**config.mk**
```make
export PLATFORM = sky130hd
export DESIGN_NAME = spi_master
export DESIGN_NICKNAME = d
export VERILOG_FILES = /design/src/rtl/spi_master.sv
export SDC_FILE = /design/constraint.sdc
export NUM_CORES = 1
export LEC_CHECK = 0
export BUFFER_PORTS_ARGS = -buffer_cell sky130_fd_sc_hd__buf_2
export CAP_MARGIN = 20
export CORE_MARGIN = 3
export CORE_UTILIZATION = 49
export CTS_CLUSTER_SIZE = 14
export DETAILED_ROUTE_END_ITERATION = 6
export PLACE_DENSITY = 0.73
export SYNTH_ARGS = -nofsm -noshare
export SYNTH_HDL_FRONTEND = slang
export SYNTH_SLANG_ARGS = --single-unit
```
**constraint.sdc**
```tcl
create_clock -name clk -period 1.85 [get_ports clk]
set_input_delay 0.2775 -clock clk [delete_from_list [all_inputs] [get_ports clk]]
set_output_delay 0.2775 -clock clk [all_outputs]
set_load 0.05 [all_outputs]
```
**src/rtl/spi_master.sv**
```systemverilog
// spi_master: host end of the serial register bus; turns parallel read/write requests into
// start/address/R-W/data frames. Define SPI_MASTER_MISO_SYNC_EN for a 2-flop spi_miso synchronizer.
module spi_master #(
    parameter int RD_DELAY     = 0,
    parameter int FLUSH_CYCLES = 20
) (
    input  logic       clk,
    input  logic       reset_l,
    input  logic       req,
    input  logic       we,
    input  logic [6:0] addr,
    input  logic [7:0] wr_data,
    output logic       ready,
    output logic       done,
    output logic [7:0] rd_data,
    output logic       spi_mosi,
    input  logic       spi_miso
);

    logic miso_s;

`ifdef SPI_MASTER_MISO_SYNC_EN
    localparam int SYNC_LAT = 2;
    logic miso_p0, miso_p1;

    always_ff @(posedge clk or negedge reset_l) begin
        if (!reset_l) begin
            miso_p0 <= 1'b0;
            miso_p1 <= 1'b0;
        end else begin
            miso_p0 <= spi_miso;
            miso_p1 <= miso_p0;
        end
    end

    assign miso_s = miso_p1;
`else
    localparam int SYNC_LAT = 0;
    assign miso_s = spi_miso;
`endif

    // The 5-bit counter limits FLUSH_CYCLES to 32 and RD_DELAY + sync latency to 22.
    localparam logic [4:0] FLUSH_LAST = 5'(FLUSH_CYCLES - 1);
    localparam logic [4:0] RD_FIRST   = 5'(2 + RD_DELAY + SYNC_LAT);
    localparam logic [4:0] RD_LAST    = 5'(9 + RD_DELAY + SYNC_LAT);

    typedef enum logic [2:0] {
        S_FLUSH,
        S_IDLE,
        S_HDR,
        S_PAD,
        S_WDATA,
        S_RDATA,
        S_GAP
    } state_t;

    state_t      state, state_nxt;
    logic [4:0]  cnt, cnt_nxt;
    logic        mosi_nxt;
    logic [5:0]  hdr;
    logic        we_q;
    logic [7:0]  shreg;
    logic        load, hdr_shift, sh_shift, rd_load;

    logic unused_addr_lsb;
    assign unused_addr_lsb = ^addr[1:0];

    assign ready = (state == S_IDLE);
    assign done  = (state == S_GAP);

    always_ff @(posedge clk or negedge reset_l) begin
        if (!reset_l) begin
            state    <= S_FLUSH;
            cnt      <= '0;
            spi_mosi <= 1'b0;
            rd_data  <= '0;
        end else begin
            state    <= state_nxt;
            cnt      <= cnt_nxt;
            spi_mosi <= mosi_nxt;
            if (rd_load)
                rd_data <= {shreg[6:0], miso_s};
        end
    end

    // The start bit leaves directly from IDLE, so hdr only holds the six bits that follow it.
    always_ff @(posedge clk) begin
        if (load) begin
            hdr   <= {addr[6:2], we};
            we_q  <= we;
            shreg <= wr_data;
        end else begin
            if (hdr_shift)
                hdr <= {hdr[4:0], 1'b0};
            if (sh_shift)
                shreg <= {shreg[6:0], miso_s};
        end
    end

    always_comb begin
        state_nxt = state;
        cnt_nxt   = cnt;
        mosi_nxt  = 1'b0;
        load      = 1'b0;
        hdr_shift = 1'b0;
        sh_shift  = 1'b0;
        rd_load   = 1'b0;
        case (state)
            S_FLUSH: begin
                if (cnt == FLUSH_LAST) begin
                    state_nxt = S_IDLE;
                    cnt_nxt   = '0;
                end else begin
                    cnt_nxt = cnt + 5'd1;
                end
            end
            S_IDLE: begin
                if (req) begin
                    load      = 1'b1;
                    mosi_nxt  = 1'b1;
                    state_nxt = S_HDR;
                    cnt_nxt   = '0;
                end
            end
            S_HDR: begin
                mosi_nxt  = hdr[5];
                hdr_shift = 1'b1;
                if (cnt == 5'd5) begin
                    state_nxt = S_PAD;
                    cnt_nxt   = '0;
                end else begin
                    cnt_nxt = cnt + 5'd1;
                end
            end
            S_PAD: begin
                state_nxt = we_q ? S_WDATA : S_RDATA;
                cnt_nxt   = '0;
            end
            S_WDATA: begin
                if (cnt == 5'd8) begin
                    state_nxt = S_GAP;
                end else begin
                    mosi_nxt = shreg[7];
                    sh_shift = 1'b1;
                    cnt_nxt  = cnt + 5'd1;
                end
            end
            S_RDATA: begin
                // Counting starts the edge after PAD; the first RD_FIRST edges cover slave turnaround.
                cnt_nxt = cnt + 5'd1;
                if (cnt >= RD_FIRST)
                    sh_shift = 1'b1;
                if (cnt == RD_LAST) begin
                    rd_load   = 1'b1;
                    state_nxt = S_GAP;
                end
            end
            S_GAP: begin
                state_nxt = S_IDLE;
                cnt_nxt   = '0;
            end
            default: state_nxt = S_FLUSH;
        endcase
    end

endmodule

```
### Yosys cells after proc, flatten, opt, wreduce, memory -nomap -nowiden

Cells that the tools add are included.

| word-level totals | value |
|---|---|
| register bits after elaboration | 32 |
| latch bits | 0 |
| RAM bits | 0 |
| bits in read-only memories | 0 |
| input bits | 20 |
| memories kept | 0 |

| operators by class | value |
|---|---|
| add/subtract/negate cells | 1 |
| multipliers | 0 |
| divide/modulo/power cells | 0 |
| magnitude comparators | 1 |
| equal/unequal tests | 16 |
| shift-type cells | 0 |
| muxes and demuxes | 26 |
| bitwise operators | 0 |
| reduce and logical (&&, ||, !) cells | 7 |

Operator list:

| cell | number |
|---|---|
| $pmux 5 s6 | 1 |
| $pmux 3 s7 | 1 |
| $mux 5 | 4 |
| $mux 8 | 2 |
| $mux 3 | 5 |
| $mux 6 | 2 |
| $ne 2x2->1 const B | 6 |
| $eq 5x4->1 const B | 2 |
| $eq 3x3->1 const B | 3 |
| $mux 1 | 9 |
| $eq 3x2->1 const B | 2 |
| $reduce_bool 6->1 | 1 |
| $add 5x1->5 const B | 1 |
| $eq 5x3->1 const B | 1 |
| $eq 5x5->1 const B | 1 |
| $ge 5x2->1 const B | 1 |
| $reduce_and 5->1 | 1 |
| $reduce_bool 2->1 | 2 |
| $eq 3x1->1 const B | 1 |
| $logic_not 3->1 | 1 |
| $pmux 1 s3 | 1 |
| $reduce_and 3->1 | 1 |
| $pmux 1 s2 | 1 |
| $reduce_or 2->1 | 1 |

### Longest topological paths before layout

| depth | value |
|---|---|
| word-level depth | 5 |
| gate-level depth with buffers | 7 |

### Worst setup path before layout

No wires, ideal clock.

| timing | value |
|---|---|
| kind | register to register |
| start point | register cnt[0] |
| end point | register shreg[0] (enable) |
| library setup time | 0.370 ns |
| data arrival time | 1.470 ns |
| required time | 1.480 ns |
| slack | 0.010 ns |
| stages on the path, launching flop included | 7 |
| path buffers | 0 |
| period minus slack after synthesis | 1.840 ns |
| cell sequence | dfrtp_1 inv_1 ha_1 and4bb_4 or2b_1 a32oi_1 nor2_1 |

| between the ends | value |
|---|---|
| word-level cells in the longest chain between the ends | 4 |
| elaborated cells on any way between the ends | 6 |
| classes of those cells | order compare: 1; eq/ne: 1; mux: 3; reduce/logical: 1 |

RTL lines:

| item | line | RTL |
|---|---|---|
| start: declaration | 58 | `logic [4:0] cnt, cnt_nxt;` |
| start signal: assignment | 79 | `cnt <= cnt_nxt;` |
| $ge 5x2->1 / $eq 5x4->1 (equally long branches) | 151, 140 |  |
| $mux 1, on equally long branches | 151, 140 |  |
| $pmux 1 s2 * | 108 | `case (state)` |
| $reduce_bool 2->1 (no source line) * | n/a |  |
| end signal: assignment | 91 | `shreg <= wr_data;` |
| end signal: assignment | 96 | `shreg <= {shreg[6:0], miso_s};` |
| end: declaration | 62 | `logic [7:0] shreg;` |

Mark *: on every way between the ends. The rest lies on a longest branch, timed or not.
A chain may end at the register's enable or synchronous reset.

### Final worst setup path

| timing | value |
|---|---|
| start point | register cnt[1] |
| end point | register rd_data[3] |

| between the ends | value |
|---|---|
| word-level cells in the longest chain between the ends | 3 |

RTL lines:

| item | line | RTL |
|---|---|---|
| $eq 5x4->1 | 153 | `if (cnt == RD_LAST) begin` |
| $mux 1 | 153 |  |
| $mux 1 | 108 |  |
| end signal: assignment | 82 | `rd_data <= {shreg[6:0], miso_s};` |
| end: declaration | 15 | `output logic [7:0] rd_data,` |

Every way passes these cells.

==> metrics.md <==
| Metric | Value |
|---|---|
| Detailed Place HPWL | 2.367 mm |
| Initial Utilization | 0.5264 |
| Antenna violations before repair | 0 |
| Routability cong. | 0.8697 |
| Number of global-route vias before repair | 1,131 |
| Post-synthesis sequential area ratio | 0.5319 |
| Maximum number of pins on one net before global-route repair | 18 |
| Final slew viol count | 0 |
| Data required, critical path | 2.07 ns |
| Area fraction of the dominant cell type after synthesis | 0.2736 |
| M1 GR Usage | 0.2117 |
| Outcome | finished clean |
| Area grow syn2layout | 25.53% |
| Setup TNS | 0 ns |
| Startpoint Class | register |
| GR peak layer | met2 |
| Setup crit end kind | register |
| Fin. Hold Viols | 0 |
| Die Area | 4092 um^2 |
| Gr ovfl total | 0 |
| DRC | 0 |
| Hold Crit Class | in -> reg |
| Top-count cell post-synth | mux2_2 |
| CTS tree | done |
| Port bufs | 28 |
| CTS root buf | clkbuf_4 |
| Clk sink count | 32 |
| Gr usage total | 0.1744 |
| Placed inst area | 1944 um^2 |
| Routed wire length | 3.231 mm |
| Power Dens Cells | 1499 nW/um^2 |
| Synthesis-stage register bit count | 32 |
| Via Count | 1,164 |
| Crit Path Max Fanout | 8 |
| Synth Area in Adders | 0.03040 |
| Synth Area in Simple Gates | 0.1467 |
| Post-synth EDFFs | 15 |
| Synthesized cell area | 1647 um^2 |
| Yosys cell types | 39 |
| Pre-Repair DR Iteration Count | 6 |
| Multiplexer area fraction after synthesis | 0.1436 |
| RR Startpoint | cnt[1]$_DFFE_PN0P_ |
| Ant diodes | 0 |
| Post-DR wirelength/cell | 14.89 um |
| Initial drt markers | 44 |
| Top post-synthesis cells by area | edfxtp_1 (27%), dfrtp_1 (26%), mux2_2 (14%), ha_1 (3.0%), o21ai_0 (2.1%) |
| Number of CTS-inserted buffers | 5 |
| Worst setup path start | cnt[1]$_DFFE_PN0P_ |
| Largest family of logic cells by synthesized area | simple AND/OR/NAND/NOR gates |
| Xor/xnor share of the synthesized area | 0 |
| Post-synth top area cell | edfxtp_1 |
| Multi-input logic area | 750.7 um^2 |
| Maximum vdd drop | 0.8740 mV |
| FF+latch area | 875.8 um^2 |
| Htree depth | 2 |
| Post-route cell area | 2067 um^2 |
| Post-synth top cells | mux2_2 (20), dfrtp_1 (17), edfxtp_1 (15) |
| Leak | 0.9372 nW |
| Nets | 196 |
| Warnings, synthesis | 0 |
| Longest Clk Path Bufs | 2 |
| Die H | 63.97 um |
| CP arrival | 2.04 ns |
| Fin crit share | 0.9844 |
| Most used DFF post-synth | dfrtp_1 |
| First-pass GRT wire length | 5.485 mm |
| ANT nets after route | 0 |
| Max frequency | 549.1 MHz |
| Final Worst Setup Slack | 0.02889 ns |
| Total of max-cap violations | 0 |
| Synth Area in Compound Gates | 0.1193 |
| Slew @ Worst Pin | 0.3944 ns |
| Clk slew on worst S/H paths | 0.10 ns |
| Relative slew margins | 0.7371 |
| Die W | 63.97 um |
| Via-to-Cell Ratio | 5.364 |
| WS Path Type | reg -> reg |
| Endpoints failing setup | 0 |
| Final min period | 1.821 ns |
| Clock skew | 0.006912 ns |
| Core Region | 3128 um^2 |
| IO Pins | 31 |
| Syn Inst Count | 126 |
| Clock latency on the worst-skew pair | 0.34 ns |
| Syn_area_per_cell | 13.07 um^2 |
| Met3 Use GR | 0.06327 |
| Rows | 20 |
| Fill cells | 244 |
| Worst hold start | we |
| Grt met2 use | 0.2877 |
| DP Worst Slack | -0.09678 ns |
| FFs w/ async S/R, synth | 0.5313 |
| Fraction of layout cells with a size suffix above 1 | 0.5029 |
| Synth Net Count | 150 |
==> registers in the layout, indices dropped and copies added, names as in the netlist <==
name,flops
shreg,8
cnt,5
state,3
spi_mosi,1
hdr,6
rd_data,8
we_q,1
==> path summary, 6_finish.rpt <==
check	endpoint	depth (start not counted)	slack [ns]
min reg2reg	rd_data[2]$_DFFE_PN0P_	1	0.51
max in group asynchronous	spi_mosi$_DFF_PN0_	2	1.18
min in group asynchronous	cnt[1]$_DFFE_PN0P_	2	0.38
max	rd_data[3]$_DFFE_PN0P_	7	0.03
max reg2reg	rd_data[3]$_DFFE_PN0P_	7	0.03
min	we_q$_DFFE_PP_	1	0.13
==> metal layers <==
metal	vias to the layer above	share of wire	routed length (um)
met1	567	0.42	1352
met3	7	0.054	173
met2	26	0.51	1648
li1	564	-	-
met4	0	0.018	57
met5	-	0	0
==> what timing repair did <==
action,in CTS,in global routing
endpoints found under the setup margin,9,20
resized for setup,2,7
hold buffers,1,0
hold endpoints to repair,17,0
pin swaps,0,1
setup buffers,0,1
==> kinds of logic (layout without fill, tap and decap cells) <==
family,Yosys count,count (layout)
DFF,32,32
adders and majority gates,4,4
buffers and inverters,10,57
AOI/OAI and AO/OA,25,25
muxes,21,21
and+or+nand+nor,34,34
==> stage by stage <==
step | instances | hold slack [ns] | total power, mW | util
2_1_floorplan | 126 | -0.01809 | 2.120 | -
3_3_place_gp | 207 | 0.2264 | 2.485 | 0.6216
3_5_place_dp | 207 | 0.2280 | 2.536 | 0.6216
4_1_cts | 216 | 0.1263 | 3.075 | 0.6508
5_1_grt | 217 | 0.1193 | 3.306 | 0.6608
6_report | 217 | 0.1303 | 3.098 | 0.6608
==> area by class of cell <==
cell class / instances / area share
inverters: 5 / 0.009080
well taps: 44 / 0.02663
multi-input cells: 84 / 0.3632
flip-flops and latches: 32 / 0.4237
clock buffers: 6 / 0.01998
clock inverters: 2 / 0.01695
repair buffers: 44 / 0.1404
==> where the power goes <==
part,internal [mW],switching [mW]
clock,0.283,0.239
sequential,1.03,0.0894
combinational,0.646,0.807
==> cell usage in the layout, fill, tap and decap left out, drive strengths merged, types with 3 or more instances in the layout <==
cell type and n:
buf 42, mux2 21, dfrtp 17, edfxtp 15, o21ai 7, clkbuf 7, nand2 5, a21oi 5
inv 5, nor2 5, ha 4, nor2b 4, nand2b 3, a22o 3, and2b 3, and3 3
==> critical path: stages (launching register included) <==
cell      delay [ns]
dfrtp_1         0.40
inv_2           0.06
buf_4           0.10
ha_2            0.16
and4bb_2        0.24
nor3b_4         0.24
buf_12          0.16
mux2_2          0.34
No activity file was read; power rests on OpenSTA's default activity.
